**config.mk**
```make
export PLATFORM = sky130hd
export DESIGN_NAME = seg_scan_ctrl_flat
export DESIGN_NICKNAME = d
export VERILOG_FILES = /design/src/rtl/seg_scan_if.sv /design/src/rtl/seg_scan_ctrl.sv /design/src/flat_wrapper.sv
export SDC_FILE = /design/constraint.sdc
export NUM_CORES = 1
export LEC_CHECK = 0
export BUFFER_PORTS_ARGS = -buffer_cell sky130_fd_sc_hd__buf_2
export CORE_AREA = 2 2 94 96
export CTS_BUF_LIST = sky130_fd_sc_hd__clkbuf_4 sky130_fd_sc_hd__clkbuf_8 sky130_fd_sc_hd__clkbuf_16
export DETAILED_ROUTE_END_ITERATION = 7
export DIE_AREA = 0 0 96 98
export PLACE_DENSITY = 0.79
export SLEW_MARGIN = 20
export SYNTH_ARGS = -nofsm -noshare
export SYNTH_HDL_FRONTEND = slang
export SYNTH_SLANG_ARGS = --single-unit
```
**constraint.sdc**
```tcl
create_clock -name clk -period 3.5 [get_ports clk]
set_input_delay 0.525 -clock clk [delete_from_list [all_inputs] [get_ports clk]]
set_output_delay 0.525 -clock clk [all_outputs]
set_load 0.02 [all_outputs]
```
**src/rtl/seg_scan_if.sv**
```systemverilog
// ---------------------------------------------------------------------------
// seg_scan_if
// Update channel carrying a new display value into seg_scan_ctrl.
//
// Handshake: a transfer happens on a rising clk edge where upd_valid and
// upd_ready are both 1. The master holds upd_data/upd_dp stable while
// upd_valid is 1. The master may drop upd_valid without a transfer.
//
// Signals:
//   upd_valid  master -> slave  update request
//   upd_ready  slave -> master  controller can accept an update
//   upd_data   master -> slave  24-bit value, nibble k shown on digit k
//   upd_dp     master -> slave  decimal-point mask, bit k for digit k
// ---------------------------------------------------------------------------
interface seg_scan_if;
  logic        upd_valid;
  logic        upd_ready;
  logic [23:0] upd_data;
  logic [5:0]  upd_dp;

  modport master (
    output upd_valid,
    output upd_data,
    output upd_dp,
    input  upd_ready
  );

  modport slave (
    input  upd_valid,
    input  upd_data,
    input  upd_dp,
    output upd_ready
  );
endinterface

```
**src/rtl/seg_scan_ctrl.sv**
```systemverilog
// ---------------------------------------------------------------------------
// seg_scan_ctrl
// Time-multiplexed scan controller for a 6-digit common-anode seven-segment
// display. A new value arrives over the upd channel, waits in a pending
// register and is copied to the displayed (active) register only at a frame
// boundary, so a frame never shows a mix of old and new digits.
//
// Each digit owns a slot of SCAN_DIV cycles. The first BLANK_CYC cycles of a
// slot are dark (BLANK) to suppress ghosting, the rest drive that digit
// (DRIVE). All display outputs are registered and lag the internal state by
// one cycle.
//
// Ports:
//   clk, rst_n   clock, asynchronous active-low reset
//   en           1 = scanning, 0 = display dark (pending update commits)
//   lz_en        1 = blank leading zero digits (digit 0 never blanked)
//   upd          update channel (slave side)
//   seg_n        active-low segments, bit0 = a .. bit6 = g
//   dp_n         active-low decimal point
//   dig_sel_n    active-low digit enables, at most one bit low
//   frame_tick   one-cycle pulse when digit 5's slot ends
//   drive_dbg    current scan state, 1 = DRIVE, 0 = BLANK
// ---------------------------------------------------------------------------
module seg_scan_ctrl #(
  parameter int SCAN_DIV  = 50000,
  parameter int BLANK_CYC = 500
) (
  input  logic        clk,
  input  logic        rst_n,
  input  logic        en,
  input  logic        lz_en,
  seg_scan_if.slave   upd,
  output logic [6:0]  seg_n,
  output logic        dp_n,
  output logic [5:0]  dig_sel_n,
  output logic        frame_tick,
  output logic        drive_dbg
);

  localparam int CW = (SCAN_DIV > 1) ? $clog2(SCAN_DIV) : 1;
  localparam logic [CW-1:0] CNT_MAX   = CW'(SCAN_DIV - 1);
  localparam logic [CW-1:0] BLANK_LIM = CW'(BLANK_CYC);

  typedef enum logic {BLANK, DRIVE} state_t;

  state_t        state, state_nxt;
  logic [CW-1:0] cnt, cnt_nxt;
  logic [2:0]    idx, idx_nxt;

  logic [23:0] act_data, pend_data;
  logic [5:0]  act_dp, pend_dp;
  logic        pend;
  logic        rdy;

  logic        slot_end, frame_end, capture, commit;
  logic [23:0] shifted;
  logic        lz_blank;
  logic [6:0]  seg_nxt;
  logic        dp_nxt;
  logic [5:0]  dig_nxt;

  assign upd.upd_ready = rdy;
  assign drive_dbg     = (state == DRIVE);

  function automatic logic [6:0] seg_decode(input logic [3:0] nib);
    logic [6:0] s;
    case (nib)
      4'h0: s = 7'h40;  4'h1: s = 7'h79;  4'h2: s = 7'h24;  4'h3: s = 7'h30;
      4'h4: s = 7'h19;  4'h5: s = 7'h12;  4'h6: s = 7'h02;  4'h7: s = 7'h78;
      4'h8: s = 7'h00;  4'h9: s = 7'h10;  4'hA: s = 7'h08;  4'hB: s = 7'h03;
      4'hC: s = 7'h46;  4'hD: s = 7'h21;  4'hE: s = 7'h06;  default: s = 7'h0E;
    endcase
    return s;
  endfunction

  always_comb begin
    cnt_nxt   = cnt;
    idx_nxt   = idx;
    state_nxt = state;
    seg_nxt   = 7'h7F;
    dp_nxt    = 1'b1;
    dig_nxt   = 6'h3F;

    slot_end  = (cnt == CNT_MAX);
    frame_end = en && slot_end && (idx == 3'd5);
    capture   = upd.upd_valid && rdy;
    // rdy is low whenever pend is set, so capture and commit are exclusive.
    commit    = pend && (frame_end || !en);

    if (!en) begin
      cnt_nxt = '0;
      idx_nxt = '0;
    end else if (slot_end) begin
      cnt_nxt = '0;
      idx_nxt = (idx == 3'd5) ? 3'd0 : idx + 3'd1;
    end else begin
      cnt_nxt = cnt + 1'b1;
    end
    state_nxt = (cnt_nxt < BLANK_LIM) ? BLANK : DRIVE;

    // Nibbles idx..5 end up in the low bits; all zero means this digit and
    // every more significant one are zero.
    shifted  = act_data >> {idx, 2'b00};
    lz_blank = lz_en && (idx != 3'd0) && (shifted == 24'd0);

    if (en && state == DRIVE) begin
      dig_nxt = ~(6'b000001 << idx);
      seg_nxt = lz_blank ? 7'h7F : seg_decode(shifted[3:0]);
      dp_nxt  = ~act_dp[idx];
    end
  end

  always_ff @(posedge clk or negedge rst_n) begin
    if (!rst_n) begin
      state      <= BLANK;
      cnt        <= '0;
      idx        <= '0;
      seg_n      <= 7'h7F;
      dp_n       <= 1'b1;
      dig_sel_n  <= 6'h3F;
      frame_tick <= 1'b0;
      act_data   <= '0;
      act_dp     <= '0;
      pend_data  <= '0;
      pend_dp    <= '0;
      pend       <= 1'b0;
      rdy        <= 1'b1;
    end else begin
      state      <= state_nxt;
      cnt        <= cnt_nxt;
      idx        <= idx_nxt;
      seg_n      <= seg_nxt;
      dp_n       <= dp_nxt;
      dig_sel_n  <= dig_nxt;
      frame_tick <= frame_end;
      if (capture) begin
        pend_data <= upd.upd_data;
        pend_dp   <= upd.upd_dp;
        pend      <= 1'b1;
        rdy       <= 1'b0;
      end else if (commit) begin
        act_data  <= pend_data;
        act_dp    <= pend_dp;
        pend      <= 1'b0;
        rdy       <= 1'b1;
      end
    end
  end

endmodule

```
**src/flat_wrapper.sv**
```systemverilog
// flat-port wrapper written by rule: the top's interface ports become plain ports
module seg_scan_ctrl_flat 
#(
  parameter int SCAN_DIV  = 50000,
  parameter int BLANK_CYC = 500
)
  (clk, rst_n, en, lz_en, seg_n, dp_n, dig_sel_n, frame_tick, drive_dbg, upd_upd_valid, upd_upd_data, upd_upd_dp, upd_upd_ready);
  seg_scan_if upd_i ();
  input  logic clk;
  input  logic rst_n;
  input  logic en;
  input  logic lz_en;
  output logic [6:0] seg_n;
  output logic dp_n;
  output logic [5:0] dig_sel_n;
  output logic frame_tick;
  output logic drive_dbg;
  input wire logic [$bits(upd_i.upd_valid)-1:0] upd_upd_valid;
  input wire logic [$bits(upd_i.upd_data)-1:0] upd_upd_data;
  input wire logic [$bits(upd_i.upd_dp)-1:0] upd_upd_dp;
  output wire logic [$bits(upd_i.upd_ready)-1:0] upd_upd_ready;
  assign upd_i.upd_valid = upd_upd_valid;
  assign upd_i.upd_data = upd_upd_data;
  assign upd_i.upd_dp = upd_upd_dp;
  assign upd_upd_ready = upd_i.upd_ready;
  seg_scan_ctrl #(.SCAN_DIV(SCAN_DIV), .BLANK_CYC(BLANK_CYC)) u_core (.clk(clk), .rst_n(rst_n), .en(en), .lz_en(lz_en), .upd(upd_i), .seg_n(seg_n), .dp_n(dp_n), .dig_sel_n(dig_sel_n), .frame_tick(frame_tick), .drive_dbg(drive_dbg));
endmodule
```
==> out/results.tsv, run 1 <==
metric	value	unit
status	finished clean	
cts.reportedPaths.clkPinSlew	0.10	ns
ys_seq_area_frac	0.5112	
netSwitchingPower	1.043	mW
pre_cts_ws	0.5169	ns
routed_wl	9402	microns
cellInternalPower	2.421	mW
drt-wirelength-per-cell	17.13	microns
slew_headroom	0.4148	
post-cts-setup-buffers	0	
crit_fanout	22	
ys_warn_count	0	
hold_path_class	primary input to async pin	
floorplan.initialDensity	0.5652	
drive_above_1_share	0.3810	
grt_max_degree	54	
overflow	0	
endpoint_kind	flop	
grt_util_all_layers	0.2203	
crit_type	flop to flop	
n_antenna_cell	0	
gp_congestion	0.8390	
areaGrowthSynthToFinish	11.58	%
avgSynthCellArea	12.27	sq um
fin_util	0.6307	
ir_worst_vdd	0.0005216	V
dpl.hpwl	6742	microns
p_comb_frac	0.277	
finalHoldViolCount	0	
cap_viol_max_count	0	
max_freq	332.3	MHz
p_clk_frac	0.220	
worstPathRequired	3.75	ns
port_buffers	51	
io_pins	52	
h-tree-depth	3	
ys_types	59	
grt_pass1_wl	16020	microns
rr_worst_depth	6	
ctsResizeCount	0	
core	8466	sq um
cts-root-buf	clkbuf_8	
die_x	96	microns
crit_arrival	3.26	ns
ys_ff_latch	97	
via_per_inst	5.849	
first_global_vias	3149	
cts_buffer_depth	2	
p_total	3.464	mW
power_frac_seq	0.503	
clk_latency	0.37	ns
drt_pre_antenna_iters	4	
start_kind	flop	
rsz0062_at_grt	no	
antenna_left	0	
antenna_found_initial	0	
leakage	2.376	nW
setup_slack	0.4905	ns
synth-edff-count	0	
post-route-period-util	0.8598	
ys.flop_type	dfrtp_1	
async_flop_share	1.000	
remaining_drc_errors	0	
rows	34	
p_per_area	648.8	nW/um^2
crit_end	u_core.act_data[12]	
synth_fp_nets	433	
vias	3211	
p_sw_frac	0.3011	
finalCriticalPeriod	3.009	ns
reg2reg_to	u_core.act_data[12]	
final_cell_mix	82 x dfrtp_1, 50 x buf_2, 38 x mux2_2	
tightest_slew	0.8720	ns
dieArea	9408	sq um
hold_buffers	0	
finalSetupViolCount	0	
r2r_start	u_core.cnt[10]	
cts.sinks	97	
reg2reg_slack	0.49	ns
die_height	98	microns
fin_skew	0.01152	ns
synthesis.area	4785	sq um
startpoint	u_core.cnt[10]	
drtIter0Drc	207	
final.setup.tns	0	ns
cts_buffers	9	
netlist_instances	390	
cts_tree	done	
slew_violations	0	
final_common_cell	dfrtp_1	
nets	479	
-- cells in the mapped netlist, types with 3 or more instances --
cell | number | area (sq um)
buf_1 | 3 | 11.26
ha_1 | 8 | 100.1
nor4_1 | 7 | 43.79
and3_1 | 3 | 18.77
nor2_1 | 28 | 105.1
xor2_1 | 10 | 87.58
a22oi_1 | 4 | 30.03
xnor2_1 | 5 | 43.79
a21oi_1 | 6 | 30.03
mux2_2 | 38 | 427.9
clkbuf_1 | 16 | 60.06
a22o_1 | 3 | 26.28
nand2_1 | 16 | 60.06
mux2i_1 | 6 | 60.06
dfstp_2 | 15 | 394.1
nor2b_1 | 3 | 18.77
inv_1 | 10 | 37.54
nand3_1 | 12 | 60.06
dfrtp_1 | 82 | 2052
a31oi_1 | 3 | 18.77
o21ai_0 | 16 | 80.08
mux4_2 | 4 | 90.09
nand4_1 | 9 | 56.30
nor3_1 | 6 | 30.03
mux2_4 | 29 | 435.4
nand4b_1 | 3 | 26.28
or3_1 | 3 | 18.77
buf_6 | 3 | 33.78
-- cells by family after synthesis --
group / after synthesis / synth area share
multiplexers: 77 / 0.2118
adder cells (fa/ha/maj): 8 / 0.02092
buffers and inverters: 34 / 0.03217
flip-flops: 97 / 0.5112
AO/OA/AOI/OAI: 57 / 0.08369
AND/OR/NAND/NOR: 102 / 0.1127
XOR/XNOR: 15 / 0.02746
-- metal layers --
layer	wire length, microns	vias up	part of all wire	track usage
li1	-	1522	-	-
met1	4476	1580	0.48	0.3285
met2	4320	94	0.46	0.3259
met3	437	15	0.046	0.03164
met4	167	0	0.018	0.08681
met5	0	-	0	0
-- registers in the layout, indices dropped and copies added (netlist names) --
signal,flops
u_core.act_data,24
u_core.pend_data,24
u_core.cnt,16
u_core.seg_n,7
u_core.act_dp,6
u_core.dig_sel_n,6
u_core.pend_dp,6
u_core.idx,3
u_core.dp_n,1
u_core.drive_dbg,1
u_core.frame_tick,1
u_core.pend,1
u_core.upd.upd_ready,1
-- worst min path at each step --
stage	from	endpoint	slack [ns]	depth (start not counted)
floorplan	rst_n	u_core.act_data[0]	0.23	0
global placement	u_core.cnt[0]	u_core.cnt[0]	0.46	1
detailed placement	u_core.cnt[0]	u_core.cnt[0]	0.48	1
CTS	rst_n	u_core.cnt[6]	0.15	1
global route	rst_n	u_core.cnt[6]	0.17	1
finish	rst_n	u_core.cnt[6]	0.13	1
-- stage by stage --
stage / instances / cell area, sq um / hold WS [ns]
2_1_floorplan: 390 / 4785 / 0.2294
3_3_place_gp: 533 / 5130 / 0.4619
3_5_place_dp: 533 / 5130 / 0.4788
4_1_cts: 549 / 5339 / 0.1482
5_1_grt: 549 / 5339 / 0.1736
6_report: 549 / 5339 / 0.1324
-- power groups by stage --
stage	combinational, mW	sequential [mW]	clock [mW]
floorplan	0.787	1.65	0
finish	0.960	1.74	0.763
detailed placement	0.957	1.76	0
CTS	0.963	1.74	0.781
global route	1.05	1.79	0.822
global placement	0.911	1.74	0
-- layout make-up --
class                           instances  area (sq um)
Fill cell                             681          3127
Sequential cell                        97          2446
Inverter                               11         41.29
Timing Repair Buffer                   58         322.8
Clock inverter                          6         71.32
Multi-Input combinational cell        259          2185
Clock buffer                           10         137.6
Tap cell                              108         135.1
-- critical path, stage by stage, from the launching register on --
cell	delay, ns
dfrtp_1	0.45
or4_4	0.58
or4_4	0.59
o21ai_2	0.21
nand3_2	0.34
buf_4	0.38
mux2_4	0.33
No activity file was read; power rests on OpenSTA's default activity.
==> inputs of run 2 (changes only) <==
--- a/config.mk
+++ b/config.mk
@@ -10,6 +10,8 @@
 export CTS_BUF_LIST = sky130_fd_sc_hd__clkbuf_4 sky130_fd_sc_hd__clkbuf_8 sky130_fd_sc_hd__clkbuf_16
 export DETAILED_ROUTE_END_ITERATION = 7
 export DIE_AREA = 0 0 96 98
+export GPL_TIMING_DRIVEN = 0
+export HOLD_SLACK_MARGIN = 0.06
 export PLACE_DENSITY = 0.79
 export SLEW_MARGIN = 20
 export SYNTH_ARGS = -nofsm -noshare
==> run 2 against run 1 <==
Against the previous run:
- global-route usage is 0.16 points lower
- critical path type unchanged
- cell area up 1.6%
- worst setup slack improved by 0.10 ns
- final cell count is 3.3% higher
- critical endpoint is now u_core.seg_n[6]
- count of clock-buffer cells in the layout decreased by 1
- non-clock buffer count rose by 18
- via count increased by 1.7%
- largest power group unchanged
==> out/results.tsv, run 2 (synthesis results as in run 1) <==
metric	value	unit	change
die_height	98	microns	unchanged
leakage	2.405	nW	+1.2%
worstPathRequired	3.76	ns	about the same
slew_violations	0		unchanged
cts_tree	done		
cellInternalPower	2.406	mW	-0.62%
post-route-period-util	0.8306		-0.02925
routed_wl	9270	microns	-1.4%
areaGrowthSynthToFinish	13.42	%	
clk_latency	0.37	ns	about the same
dieArea	9408	sq um	unchanged
cap_viol_max_count	0		unchanged
fin_util	0.6410		+0.01035
remaining_drc_errors	0		unchanged
endpoint_kind	flop		
floorplan.initialDensity	0.5652		unchanged
finalSetupViolCount	0		unchanged
die_x	96	microns	unchanged
crit_type	flop to flop		
start_kind	flop		
drive_above_1_share	0.3617		-0.01930
final.setup.tns	0	ns	unchanged
drtIter0Drc	274		+32%
io_pins	52		unchanged
core	8466	sq um	unchanged
drt_pre_antenna_iters	5		+1
hold_path_class	primary input to flop		
nets	497		+3.8%
drt-wirelength-per-cell	16.35	microns	-4.5%
setup_slack	0.5929	ns	+0.1024 ns
crit_arrival	3.17	ns	-0.09 ns
netSwitchingPower	1.048	mW	+0.52%
rows	34		unchanged
fin_skew	0.01102	ns	-0.0004957 ns
largestRegisters	u_core.act_data (24), u_core.pend_data (24), u_core.cnt (16)		
status	finished clean		
pre_cts_ws	0.6305	ns	+0.1136 ns
antenna_found_initial	0		unchanged
post-cts-setup-buffers	0		unchanged
p_comb_frac	0.277		about the same
max_freq	344.0	MHz	+3.5%
overflow	0		unchanged
antenna_left	0		unchanged
slew_headroom	0.3442		-0.07056
rsz0062_at_grt	no		
grt_max_degree	61		+13%
via_per_inst	5.762		-1.5%
cts-root-buf	clkbuf_8		
p_clk_frac	0.219		about the same
finalHoldViolCount	0		unchanged
gp_congestion	0.8736		+4.1%
p_total	3.454	mW	-0.27%
final_common_cell	dfrtp_1		
n_antenna_cell	0		unchanged
port_buffers	51		unchanged
p_sw_frac	0.3035		+0.002410
h-tree-depth	3		unchanged
final_cell_mix	82 x dfrtp_1, 50 x buf_2, 38 x mux2_2		
tightest_slew	0.9771	ns	+0.1051 ns
first_global_vias	3294		+4.6%
finalCriticalPeriod	2.907	ns	-0.1024 ns
cts.sinks	97		unchanged
grt_util_all_layers	0.2188		-0.001562
cts_buffers	9		unchanged
cts_buffer_depth	2		unchanged
power_frac_seq	0.504		about the same
dpl.hpwl	6870	microns	+1.9%
cts.reportedPaths.clkPinSlew	0.10	ns	about the same
grt_pass1_wl	15950	microns	-0.43%
ctsResizeCount	0		unchanged
crit_fanout	10		-55%
vias	3267		+1.7%
ir_worst_vdd	0.0003858	V	-26%
p_per_area	636.6	nW/um^2	-1.9%
run 2: cell count changes in the layout (fill, tap and decap cells not counted), sizes merged:
cell / previous run / this run
clkbuf: 10 / 25
buf: 58 / 59
clkinv: 0 / 1
clkinvlp: 2 / 1
dlygate4sd3: 0 / 1
inv: 14 / 15
run 2: power groups by stage:
stage	registers, mW	logic (mW)	clock network, mW
final	1.74	0.958	0.757
after global routing	1.79	1.06	0.821
after CTS	1.74	0.960	0.775
after detailed placement	1.76	0.952	0
after global placement	1.73	0.899	0
after floorplan	1.65	0.787	0
run 2: routing by layer:
metal / global-route usage / part of all wire / vias to the layer above
met5: 0 / 0 / -
met3: 0.03935 / 0.053 / 15
met4: 0.08681 / 0.020 / 0
met2: 0.3360 / 0.48 / 114
met1: 0.3083 / 0.45 / 1584
li1: - / - / 1554
run 2: timing repair:
| item | 4_1_cts | 5_1_grt |
|---|---|---|
| hold buffers | 1 | 0 |
| endpoints found under the hold margin | 23 | 0 |
| endpoints found under the setup margin | 0 | 0 |
run 2: per-stage QoR:
stage / area [sq um] / hold WS, ns / cells
finish: 5426 / 0.3073 / 567
global route: 5426 / 0.3230 / 567
CTS: 5426 / 0.2981 / 567
detailed placement: 5209 / 0.4458 / 550
global placement: 5175 / 0.4669 / 549
floorplan: 4785 / 0.2294 / 390
run 2: final timing paths:
path	start	cells after the start	slack (ns)	to
setup / recovery	u_core.idx[0]	7	0.59	u_core.seg_n[6]
hold / removal	upd_upd_valid	2	0.31	u_core.upd.upd_ready
setup reg to reg	u_core.idx[0]	7	0.59	u_core.seg_n[6]
hold reg to reg	u_core.cnt[0]	1	0.49	u_core.cnt[0]
max in group asynchronous	rst_n	3	2.26	u_core.upd.upd_ready
min in group asynchronous	rst_n	2	0.61	u_core.cnt[12]
run 2: final cells by class:
class | instances | area (sq um)
fill | 666 | 3039
multi-input combinational | 259 | 2185
timing repair buffer | 53 | 299.0
inverter | 11 | 41.29
clock buffer | 9 | 123.9
buffer | 23 | 112.6
sequential | 97 | 2446
clock inverter | 7 | 83.83
tap | 108 | 135.1
run 2: worst max-delay path: stages (launching register included):
cell and delay, ns:
dfrtp_1 0.47, clkbuf_1 0.45, inv_1 0.26, a211oi_1 0.44, nor2_1 0.20, ha_1 0.29
a31oi_1 0.50, o21ai_0 0.20
==> inputs of run 3 (changes only) <==
--- a/config.mk
+++ b/config.mk
@@ -5,6 +5,7 @@
 export SDC_FILE = /design/constraint.sdc
 export NUM_CORES = 1
 export LEC_CHECK = 0
+export ABC_AREA = 1
 export BUFFER_PORTS_ARGS = -buffer_cell sky130_fd_sc_hd__buf_2
 export CORE_AREA = 2 2 94 96
 export CTS_BUF_LIST = sky130_fd_sc_hd__clkbuf_4 sky130_fd_sc_hd__clkbuf_8 sky130_fd_sc_hd__clkbuf_16
@@ -12,7 +13,7 @@
 export DIE_AREA = 0 0 96 98
 export GPL_TIMING_DRIVEN = 0
 export HOLD_SLACK_MARGIN = 0.06
-export PLACE_DENSITY = 0.79
+export PLACE_DENSITY = 0.8
 export SLEW_MARGIN = 20
 export SYNTH_ARGS = -nofsm -noshare
 export SYNTH_HDL_FRONTEND = slang
==> constraint.sdc (replaced) <==
create_clock -name clk -period 2.9 [get_ports clk]
set_input_delay 0.435 -clock clk [delete_from_list [all_inputs] [get_ports clk]]
set_output_delay 0.435 -clock clk [all_outputs]
set_load 0.02 [all_outputs]
==> run 3 against run 2 <==
Against the previous run:
- count of clock-buffer cells in the layout increased by 1
- highest routed layer unchanged
- register-to-register slack got worse by 0.04 ns
- first-iteration DRC count decreased by 42%
- cell area increased by 1.7%
- critical path type unchanged
- critical path depth increased by 5
- sequential cell count unchanged
- sequential share of layout area decreased by 0.74 points
- clock power increased by 30%
- area after synthesis increased by 1.4%
==> out/results.tsv, run 3 <==
metric	value	unit	change
netlist_instances	565		+45%
cap_viol_max_count	0		unchanged
cts.sinks	97		unchanged
ys.flop_type	dfrtp_1		
overflow	0		unchanged
core	8466	sq um	unchanged
rsz0062_at_grt	no		
cts_buffer_depth	2		unchanged
synth-xor-area-share	0.005414		-0.02204
ys_ff_latch	97		unchanged
ys_seq_area_frac	0.5040		-0.007249
synth_fa_ha_area_frac	0.02062		-0.0002966
antenna_left	0		unchanged
synth_mux_area_frac	0.02088		-0.1909
synth_compound_area_frac	0.1176		+0.03387
max_freq	426.9	MHz	+24%
floorplan.initialDensity	0.5733		+0.008129
ys_warn_count	0		unchanged
vias	3858		+18%
final_area	5517	sq um	+1.7%
via_per_inst	5.199		-9.8%
ir_worst_vdd	0.0004776	V	+24%
endpoint_kind	flop		
grt_pass1_wl	17480	microns	+9.6%
io_pins	52		unchanged
netSwitchingPower	1.463	mW	+40%
die_height	98	microns	unchanged
leakage	2.686	nW	+12%
slew_headroom	0.6654		+0.3212
drive_above_1_share	0.2461		-0.1156
crit_fanout	8		-2
cts.reportedPaths.clkPinSlew	0.09	ns	about the same
p_sw_frac	0.3439		+0.04034
post-synth-top-count-cell	nand2_1		
cts_buffers	9		unchanged
p_clk_frac	0.231		+0.012
clk_latency	0.36	ns	about the same
drtIter0Drc	160		-42%
yosys.area_share.simple	0.2436		+0.1309
n_antenna_cell	0		unchanged
fin_skew	0.01326	ns	+0.002234 ns
worstPathRequired	3.18	ns	-0.58 ns
synthesis.area	4853	sq um	+1.4%
dieArea	9408	sq um	unchanged
routed_wl	10040	microns	+8.3%
final_common_cell	nand2_1		
crit_arrival	2.62	ns	-0.55 ns
place_area	5278	sq um	+1.3%
start_kind	flop		
nets	672		+35%
finalCriticalPeriod	2.342	ns	-0.5649 ns
tightest_slew	0.5018	ns	-0.4752 ns
post-cts-setup-buffers	0		unchanged
first_global_vias	3870		+17%
finalHoldViolCount	0		unchanged
drt_pre_antenna_iters	4		-1
die_x	96	microns	unchanged
synth-edff-count	0		unchanged
h-tree-depth	3		unchanged
cts_tree	done		
synth_fp_nets	608		+40%
dpl.hpwl	7672	microns	+12%
crit_type	flop to flop		
port_buffers	51		unchanged
slew_violations	0		unchanged
ys_types	45		-24%
ctsResizeCount	0		unchanged
status	finished clean		
synth_top_cell_area_share	0.4228		-0.006081
avgSynthCellArea	8.590	sq um	-30%
grt_util_all_layers	0.2366		+0.01780
async_flop_share	1.000		unchanged
synth_top_family_by_area	simple AND/OR/NAND/NOR gates		
final_cell_mix	127 x nand2_1, 82 x dfrtp_1, 68 x inv_1		
grt_max_degree	53		-13%
drt-wirelength-per-cell	13.54	microns	-17%
largestRegisters	u_core.act_data (24), u_core.pend_data (24), u_core.cnt (16)		
remaining_drc_errors	0		unchanged
hold_path_class	primary input to flop		
yosys.area.top_type	dfrtp_1		
n_fill_cell	712		+6.9%
antenna_found_initial	0		unchanged
rows	34		unchanged
p_comb_frac	0.304		+0.027
cellInternalPower	2.791	mW	+16%
finalSetupViolCount	0		unchanged
gp_congestion	0.9487		+8.6%
final.setup.tns	0	ns	unchanged
areaGrowthSynthToFinish	13.66	%	
synth_common_cells	127 x nand2_1, 82 x dfrtp_1, 68 x inv_1, 65 x nor2_1, 36 x nand3_1		
cts-root-buf	clkbuf_8		
hold_buffers	1		unchanged
power_frac_seq	0.466		-0.038
ys_top_cells_by_area	dfrtp_1 42%, nand2_1 9.8%, dfstp_2 8.1%, inv_1 5.3%, nor2_1 5.0%		
post-route-period-util	0.8077		-0.02293
p_per_area	771.1	nW/um^2	+21%
-- run 3: final timing paths --
kind / startpoint / slack, ns / end / depth (start not counted)
hold / removal: upd_upd_valid / 0.23 / u_core.upd.upd_ready / 2
hold reg to reg: u_core.act_dp[2] / 0.51 / u_core.act_dp[2] / 2
min in group asynchronous: rst_n / 0.55 / u_core.pend_dp[4] / 2
setup reg to reg: u_core.idx[1] / 0.56 / u_core.seg_n[6] / 12
max in group asynchronous: rst_n / 1.69 / u_core.seg_n[4] / 3
setup / recovery: u_core.idx[1] / 0.56 / u_core.seg_n[6] / 12
-- run 3: final cells by class --
class / instances / area [sq um] / area share
flip-flops and latches: 97 / 2446 / 0.4434
multi-input cells: 376 / 1981 / 0.3590
repair buffers: 53 / 299.0 / 0.05421
inverters: 75 / 286.5 / 0.05194
plain buffers: 17 / 140.1 / 0.02540
clock buffers: 10 / 137.6 / 0.02495
well taps: 108 / 135.1 / 0.02450
clock inverters: 6 / 91.34 / 0.01656
-- run 3: power by group through the flow --
stage,logic [mW],clock network (mW),registers [mW]
final,1.29,0.981,1.98
after global routing,1.48,1.05,2.03
after CTS,1.30,1.00,1.98
after detailed placement,1.30,0,2.01
after global placement,1.23,0,1.99
after floorplan,1.00,0,1.95
-- run 3: per-stage QoR --
stage	power, mW	cells	worst slack, ns	hold WS (ns)	utilization
3_3_place_gp	3.217	724	0.5056	0.4764	0.6194
3_5_place_dp	3.304	725	0.5614	0.3912	0.6234
4_1_cts	4.289	742	0.5388	0.2184	0.6516
6_report	4.254	742	0.5578	0.2257	0.6516
2_1_floorplan	2.950	565	0.9438	0.1394	-
5_1_grt	4.560	742	0.2394	0.2358	0.6516
-- run 3: layer usage --
layer,up-vias,GRT usage,part of all wire
li1,1934,-,-
met1,1844,0.3140,0.45
met2,61,0.3905,0.50
met3,19,0.03472,0.030
met4,0,0.08791,0.021
met5,-,0,0
-- run 3: cells by family after synthesis --
logic type,Yosys count
buffers and inverters,92
AO/OA/AOI/OAI,89
XOR/XNOR,3
AND/OR/NAND/NOR,267
flip-flops,97
multiplexers,9
adder cells (fa/ha/maj),8
-- run 3: critical path: stages, from the launching register on --
cell     delay (ns)
dfrtp_1        0.51
nor2_2         0.40
nand2_1        0.13
o21ai_0        0.16
inv_1          0.06
nand2_2        0.11
inv_2          0.08
ha_1           0.22
and3_1         0.18
nand2_1        0.06
nand2_1        0.04
nand2_1        0.19
nand3_1        0.11
